### src/rtl/spine_router_pkg.sv
// Shared spine-router constants: port counts, port-id ranges and the output-port arbiter states.
package spine_router_pkg;

  localparam int unsigned SPINE_NUM_PORTS = 11;
  localparam int unsigned NUM_LEAF_PORTS  = 4;
  localparam int unsigned NUM_GROUP_PORTS = 7;
  localparam int unsigned LEAF_PORT_BASE  = 0;
  localparam int unsigned GROUP_PORT_BASE = NUM_LEAF_PORTS;
  localparam int unsigned PORT_ID_W       = $clog2(SPINE_NUM_PORTS);

  typedef enum logic {
    ARB_IDLE = 1'b0,
    ARB_BUSY = 1'b1
  } arb_state_e;

endpackage

### src/rtl/rr_priority_pick.sv
// Combinational circular first-one picker: first unmasked request at or after ptr, wrapping.
module rr_priority_pick #(
  parameter int unsigned N = 11,
  parameter int unsigned W = $clog2(N)
) (
  input  logic [N-1:0] req,
  input  logic [W-1:0] ptr,
  input  logic [N-1:0] mask,
  output logic [N-1:0] onehot,
  output logic [W-1:0] idx,
  output logic         any
);

  logic [N-1:0] cand;
  logic [W:0]   pos_full;
  logic [W-1:0] pos;

  assign cand = req & ~mask;

  // ptr is always below N, so a single conditional subtract wraps the position.
  always_comb begin
    onehot   = '0;
    idx      = '0;
    any      = 1'b0;
    pos_full = '0;
    pos      = '0;
    for (int unsigned i = 0; i < N; i++) begin
      pos_full = {1'b0, ptr} + (W+1)'(i);
      if (pos_full >= (W+1)'(N)) begin
        pos_full = pos_full - (W+1)'(N);
      end
      pos = pos_full[W-1:0];
      if (!any && cand[pos]) begin
        onehot[pos] = 1'b1;
        idx         = pos;
        any         = 1'b1;
      end
    end
  end

endmodule

### src/rtl/spine_port_arbiter.sv
// Wormhole round-robin arbiter for one spine output port: packet-level grants with backpressure,
// zero-bubble re-arbitration on the tail flit and a flit-count watchdog.
module spine_port_arbiter
  import spine_router_pkg::*;
#(
  parameter int unsigned NUM_REQ       = SPINE_NUM_PORTS,
  parameter int unsigned MAX_PKT_FLITS = 16,
  localparam int unsigned ID_W         = $clog2(NUM_REQ),
  localparam int unsigned CNT_W        = $clog2(MAX_PKT_FLITS + 1)
) (
  input  logic               clk,
  input  logic               reset,
  input  logic [NUM_REQ-1:0] req,
  input  logic [NUM_REQ-1:0] req_last,
  input  logic               out_full,
  output logic [NUM_REQ-1:0] gnt,
  output logic               gnt_valid,
  output logic [ID_W-1:0]    gnt_id,
  output logic               xfer,
  output logic               pkt_done,
  output logic               timeout_err
);

  arb_state_e         state_q, state_d;
  logic [ID_W-1:0]    rr_ptr_q, rr_ptr_d;
  logic [ID_W-1:0]    gnt_id_q, gnt_id_d;
  logic [NUM_REQ-1:0] gnt_q, gnt_d;
  logic [CNT_W-1:0]   flit_cnt_q, flit_cnt_d;
  logic               pkt_done_q, pkt_done_d;
  logic               timeout_q, timeout_d;

  logic               busy;
  logic               cur_last;
  logic               tail;
  logic               wd_hit;
  logic               release_pkt;
  logic [ID_W-1:0]    next_ptr;
  logic [ID_W-1:0]    pick_ptr;
  logic [NUM_REQ-1:0] pick_mask;
  logic [NUM_REQ-1:0] pick_onehot;
  logic [ID_W-1:0]    pick_idx;
  logic               pick_any;

  assign busy        = (state_q == ARB_BUSY);
  assign xfer        = busy & (|(req & gnt_q)) & ~out_full;
  assign cur_last    = |(req_last & gnt_q);
  assign tail        = xfer & cur_last;
  assign wd_hit      = xfer & ~cur_last & (flit_cnt_q == CNT_W'(MAX_PKT_FLITS - 1));
  assign release_pkt = tail | wd_hit;
  assign next_ptr    = (gnt_id_q == ID_W'(NUM_REQ - 1)) ? '0 : gnt_id_q + ID_W'(1);

  // One picker serves both paths: IDLE uses rr_ptr, a releasing BUSY cycle masks the finisher.
  assign pick_ptr  = busy ? next_ptr : rr_ptr_q;
  assign pick_mask = busy ? gnt_q : '0;

  rr_priority_pick #(
    .N (NUM_REQ),
    .W (ID_W)
  ) u_pick (
    .req    (req),
    .ptr    (pick_ptr),
    .mask   (pick_mask),
    .onehot (pick_onehot),
    .idx    (pick_idx),
    .any    (pick_any)
  );

  always_comb begin
    state_d    = state_q;
    rr_ptr_d   = rr_ptr_q;
    gnt_d      = gnt_q;
    gnt_id_d   = gnt_id_q;
    flit_cnt_d = flit_cnt_q;
    pkt_done_d = tail;
    timeout_d  = wd_hit;
    unique case (state_q)
      ARB_IDLE: begin
        if (pick_any) begin
          state_d  = ARB_BUSY;
          gnt_d    = pick_onehot;
          gnt_id_d = pick_idx;
        end
      end
      ARB_BUSY: begin
        if (xfer) begin
          flit_cnt_d = flit_cnt_q + CNT_W'(1);
        end
        if (release_pkt) begin
          flit_cnt_d = '0;
          rr_ptr_d   = next_ptr;
          if (pick_any) begin
            gnt_d    = pick_onehot;
            gnt_id_d = pick_idx;
          end else begin
            state_d  = ARB_IDLE;
            gnt_d    = '0;
            gnt_id_d = '0;
          end
        end
      end
      default: state_d = ARB_IDLE;
    endcase
  end

  always_ff @(posedge clk) begin
    if (!reset) begin
      state_q    <= ARB_IDLE;
      rr_ptr_q   <= '0;
      gnt_id_q   <= '0;
      gnt_q      <= '0;
      flit_cnt_q <= '0;
      pkt_done_q <= 1'b0;
      timeout_q  <= 1'b0;
    end else begin
      state_q    <= state_d;
      rr_ptr_q   <= rr_ptr_d;
      gnt_id_q   <= gnt_id_d;
      gnt_q      <= gnt_d;
      flit_cnt_q <= flit_cnt_d;
      pkt_done_q <= pkt_done_d;
      timeout_q  <= timeout_d;
    end
  end

  assign gnt         = gnt_q;
  assign gnt_valid   = busy;
  assign gnt_id      = gnt_id_q;
  assign pkt_done    = pkt_done_q;
  assign timeout_err = timeout_q;

endmodule
### config.mk
export PLATFORM = sky130hd
export DESIGN_NAME = spine_port_arbiter
export DESIGN_NICKNAME = d
export VERILOG_FILES = /design/src/rtl/spine_router_pkg.sv /design/src/rtl/rr_priority_pick.sv /design/src/rtl/spine_port_arbiter.sv
export SDC_FILE = /design/constraint.sdc
export NUM_CORES = 1
export LEC_CHECK = 0
export ABC_AREA = 1
export BUFFER_PORTS_ARGS = -buffer_cell sky130_fd_sc_hd__buf_2
export CORE_ASPECT_RATIO = 2
export CORE_MARGIN = 10
export CORE_UTILIZATION = 45
export DETAILED_ROUTE_END_ITERATION = 8
export GPL_TIMING_DRIVEN = 0
export RECOVER_POWER = 50
export SKIP_CTS_REPAIR_TIMING = 1
export SYNTH_ARGS = -nofsm -noshare
export SYNTH_HDL_FRONTEND = slang
export SYNTH_HIERARCHICAL = 1
export SYNTH_SLANG_ARGS = --single-unit
### constraint.sdc
create_clock -name clk -period 12.9 [get_ports clk]
set_input_delay 1.935 -clock clk [delete_from_list [all_inputs] [get_ports clk]]
set_output_delay 1.935 -clock clk [all_outputs]
set_load 0.01 [all_outputs]
### Word-level counts from Yosys, hierarchy flattened

Cells that the tools add are included.

* flip-flop bits (word level): 27
* bits of input ports: 25

* add/subtract/negate cells: 23
* magnitude comparators: 33
* eq/ne operators: 4
* multiplexer cells: 104
* bitwise logic cells: 23
* reductions and logical operators: 37

Operators with widths (number)
* 2-to-1 mux 11 bit: 15
* bitwise OR 11 bit: 10
* 2-to-1 mux 4 bit: 27
* less-than comparator 4 x 5 -> 1 bit, second input constant: 11
* >= comparator 5 x 4 -> 1 bit, second input constant: 10
* binary-select mux 1 bit (select 4 bit): 11
* demux 1 bit (select 4 bit): 11
* >= comparator 4 x 1 -> 1 bit, second input constant: 11
* subtractor 4 bit, second input constant: 11
* 2-to-1 mux 1 bit: 35
* AND 11 bit: 3
* case mux 11 bit (2 select lines): 1
* OR reduction 11 bit: 2
* logical AND 1 bit: 21
* adder 4 x 3 -> 5 bit, second input constant: 4
* adder 4 x 4 -> 5 bit, second input constant: 3
* NOT 11 bit: 1
* adder 4 x 2 -> 5 bit, second input constant: 2
* logical NOT 1 bit: 10
* 2-to-1 mux 5 bit: 2
* case mux 4 bit (2 select lines): 1
* AND reduction 2 bit: 3
* adder 4 x 1 -> 5 bit, second input constant: 1
* adder 5 x 1 -> 5 bit, second input constant: 1
* other kinds (11): 17

### Longest topological paths before layout

* depth after elaboration: 41
* mapped depth: 37
* gate-level depth less buffers: 35

### Modules after synthesis

The synthesis kept the hierarchy.

Modules (own cells, without submodules)
* rr_priority_pick: instances 1, cells an instance 993, area each 4773.3 um2, seq. area each 0.0 um2
* spine_port_arbiter: instances 1, cells an instance 252, area each 1595.3 um2, seq. area each 540.5 um2

### Worst setup path after synthesis

No wires, ideal clock.

* path type: reg2reg
* from: register state_q (netlist: gnt_valid)
* to: register gnt_q[9] (netlist: gnt[9])
* library setup time: 0.070 ns
* arrival: 4.534 ns
* required time: 12.830 ns
* slack: 8.295 ns
* cell stages (with the launch flop): 31
* cell sequence: dfxtp_1 inv_2 o21ai_0 inv_1 buf_2 ha_1 buf_2 inv_2 nand2_1 nand2_1 nand3_2 nand2_2 nand2_1 nand2_1 inv_2 nor2_2 nand2_1 nand2_1 inv_1 nand3_2 nand4_4 nor3_4 nand4_2 nor2_4 buf_6 o21ai_0 clkbuf_1 nand2_1 buf_2 nand3_1 a21oi_2

* word-level cells in the longest chain between the ends: 39
* elaborated cells on any way between the ends: 190

Ends and longest elaborated chain
* start, declared: RTL line spine_port_arbiter.sv:24 `arb_state_e state_q, state_d;`
* start signal, assigned: RTL line spine_port_arbiter.sv:115 `state_q <= state_d;`
* 2-to-1 mux 4 bit *: RTL line spine_port_arbiter.sv:53 `assign pick_ptr = busy ? next_ptr : rr_ptr_q;`
* net pick_ptr[0]: RTL line spine_port_arbiter.sv:38 `logic [ID_W-1:0] pick_ptr;`
* branches (longest 34 deep; another with adder 4 x 1 -> 5 bit)
* 2-to-1 mux 1 bit *: RTL line rr_priority_pick.sv:33 `if (!any && cand[pos]) begin`
* net pick_any: RTL line spine_port_arbiter.sv:42 `logic pick_any;`
* 2-to-1 mux 11 bit: RTL line spine_port_arbiter.sv:91 `if (pick_any) begin`
* 2-to-1 mux 11 bit: RTL line spine_port_arbiter.sv:88 `if (release_pkt) begin`
* case mux 11 bit (2 select lines): RTL line spine_port_arbiter.sv:76 `unique case (state_q)`
* end signal, assigned: RTL line spine_port_arbiter.sv:118 `gnt_q <= gnt_d;`
* end, declared: RTL line spine_port_arbiter.sv:27 `logic [NUM_REQ-1:0] gnt_q, gnt_d;`

Mark *: on every way through the listed nets, which the timed path passes. The select of a mux whose other input is x is not followed.
A chain may end at the register's enable or synchronous reset.

### Final worst setup path

* from: register state_q (netlist: gnt_valid)
* to: register gnt_q[7] (netlist: gnt[7])

The elaborated chain is that of the path after synthesis.

==> results.yml <==
timing:
  max_clock_freq_mhz: 159
  setup_viol_count_final: 0
  period_share: 0.486
  tightest_slew_ps: 1220
  hold_viol: 0
  slew_viol_final: 0
  setup-tns-final_ps: 0
  period_minus_slack_ps: 6270
  relSlewSlack: 0.181
  rsz0062_at_grt: "no"
  clock-skew-final_ps: 5.55
placed_design:
  place_area_um2: 6820
  port_buffers: 43
  hpwl_um: 22800
  gp_congestion: 0.998
  dp_cells: 1477
power_and_ir_drop:
  intPower_mw: 0.498
  powerDensity_nw_per_um2: 237
  power_frac_comb: 0.886
  p_switching_mw: 1.13
  p_seq_frac: 0.066
  total_power_mw: 1.63
  sw_frac_of_total: 0.694
  pwr-share-clk: 0.048
  worst_ir_drop_vdd_v: 0.000145
  leakagePower_nw: 3.54
detailed_routing:
  drtIter0Drc: 500
  vias: 8205
  wl_per_cell_um: 18.7
  first_pass_iters: 6
  drc_errors: 0
  finalWirelength_um: 27800
  ant_nets: 0
  via_per_inst: 5.54
final_layout:
  multi_input_area_um2: 5010
  nFillCells: 1694
  insertedDiodeCount: 0
  ff_latch_area_um2: 541
  final_cells: 1481
  synthToLayoutAreaGrowth_pct: 7.70
  nets: 1336
  fin_util: 0.494
  drive_gt1_frac: 0.122
  design_area_um2: 6860
yosys:
  synth_cells: 1245
  synth_top_area_frac: 0.242
  synth_top_area_cell: "nand2_1"
  synth.cell_area_um2: 6370
  async_flop_share: 0
  synth_edf_count: 0
  ys_ff_latch: 27
  synth_area_leaders: "nand2_1 24%, nand3_1 11%, nor2_1 10%"
  seq_area_frac_synth: 0.0849
  yosys_warnings: 6
  synth_flop_cell: "dfxtp_1"
  yosysMostFrequentCell: "nand2_1"
  synthTopCellsByCount: "411 x nand2_1, 178 x nor2_1, 136 x inv_1, 135 x nand3_1, 53 x o21ai_0"
  synth.distinct_cells: 50
  syn-num-nets: 1288
  syn_area_per_cell_um2: 5.12
clocking:
  cts-htree-levels: 1
  numCtsBuffers: 3
  cts_tree: "done"
  clkSlewWorstSetupHoldPaths_ps: 80
  cts_root_buf: "clkbuf_16"
  clock_sinks: 27
  cts.path.max_buffers: 2
  insertion_delay_ps: 280
worst_setup_path:
  rr_worst_depth: 23
  crit_arrival_ps: 6480
  cp-start-kind: "register"
  endpoint: "gnt[7]"
  path_common_cell: "nand2_1"
  critPathRequiredTime_ps: 13110
  worstPathMaxFanout: 12
  crit_start: "gnt_valid"
  path_depth: 23
  crit_path_max_incr_delay_ps: 870
  cp-end-kind: "register"
  crit_type: "register to register"
  cp_cell_sequence: "inv_2, o21ai_0, inv_1, buf_2, ha_1, nand2_1, nand3_2, nand2_1, nand2_1, o21ai_0, inv_1, nor2_1, o21ai_1, nand2_1, nor2_2, nor2_4, buf_6, o21ai_0, clkbuf_1, nand2_1, buf_2, nand3_1, a21oi_2"
  cp_top_family: "buffers and inverters"
  slowest_stage: "o21ai_0"
  worst-path-buf-inv: 7
  rrSetupSlack_ps: 6630
  r2r_end: "gnt[7]"
  timing.rr.start: "gnt_valid"
grt:
  first_global_vias: 7857
  grt_overflow_total: 0
  grt_pass1_wl_um: 42600
  grt_util_all_layers: 0.273
  antenna_found_initial: 0
  grt_max_degree: 17
floorplanning:
  start_util: 0.458
  die_w_um: 104
  rows: 61
  die_area_um2: 19600
  core_area_um2: 13900
  fp.dieH_um: 188
  io_pins: 44
outcome:
  status: "completed"
flow_run:
  cap_viol_max_count: 0
hold_path:
  hold_class: "register to register"
[stage by stage]
| stage | worst slack (ps) | hold slack, ps |
|---|---|---|
| after floorplan | 8300 | 444 |
| after global placement | 6760 | 457 |
| after detailed placement | 6790 | 459 |
| after CTS | 6730 | 471 |
| after global routing | 6140 | 488 |
| final | 6630 | 470 |
[tightest hold or removal path, delay by kind of cell, from the launching register on]
kind	cells	cell delay [ps]
AO/OA/AOI/OAI	1	50
flip-flops	1	320
AND/OR/NAND/NOR	1	60
[how the worst min path moves through the flow]
stage	slack, ps	to	startpoint	cells past startpoint
final	470	flit_cnt_q[4]	flit_cnt_q[4]	2
after global routing	490	flit_cnt_q[4]	flit_cnt_q[4]	2
after CTS	470	flit_cnt_q[4]	flit_cnt_q[4]	2
after detailed placement	460	flit_cnt_q[4]	flit_cnt_q[4]	2
after global placement	460	flit_cnt_q[4]	flit_cnt_q[4]	2
after floorplan	440	flit_cnt_q[4]	flit_cnt_q[4]	2
[layout by cell type (no fill, tap or decap), drive strengths merged, types with 8 or more instances in the layout]
cell type,instances
clkbuf,32
inv,158
o22ai,11
nor3,8
o21ai,79
ha,18
a21oi,49
dfxtp,27
nand2,444
nor2,198
nand4,43
nand3,148
xor2,12
buf,45
[logic make-up after synthesis]
group | count (synthesis) | synth area share
and+or+nand+nor | 848 | 0.597
adders and majority gates | 18 | 0.0354
AOI/OAI and AO/OA | 148 | 0.136
DFF | 27 | 0.0849
buffers and inverters | 191 | 0.125
xor gates and xnor gates | 13 | 0.0220
[final cells by class]
class                   count  share of cell area
plain buffers              31              0.0277
clock inverters             1             0.00109
inverters                 160              0.0885
clock buffers               3              0.0109
multi-input cells        1027               0.731
flip-flops and latches     27              0.0788
well taps                 189              0.0345
repair buffers             43              0.0279
[metal layers]
layer  GRT usage  part of all wire
met1       0.241              0.33
met2       0.529              0.53
met3      0.0277             0.047
met4       0.237             0.096
met5           0                 0
[flip-flops by register name, summed over array words and instances, names as in the netlist]
name	cells
timeout_err	1
gnt_id	4
rr_ptr_q	4
pkt_done	1
flit_cnt_q	5
gnt_valid	1
gnt	11
[power groups by stage]
stage | clock network, mW | registers [mW] | logic [mW]
after floorplan | 0 | 0.111 | 1.01
after global placement | 0 | 0.109 | 1.41
after detailed placement | 0 | 0.109 | 1.40
after CTS | 0.0775 | 0.107 | 1.41
final | 0.0780 | 0.107 | 1.44
after global routing | 0.0804 | 0.109 | 1.57
Note: power is estimated with default switching activity, not from simulation.
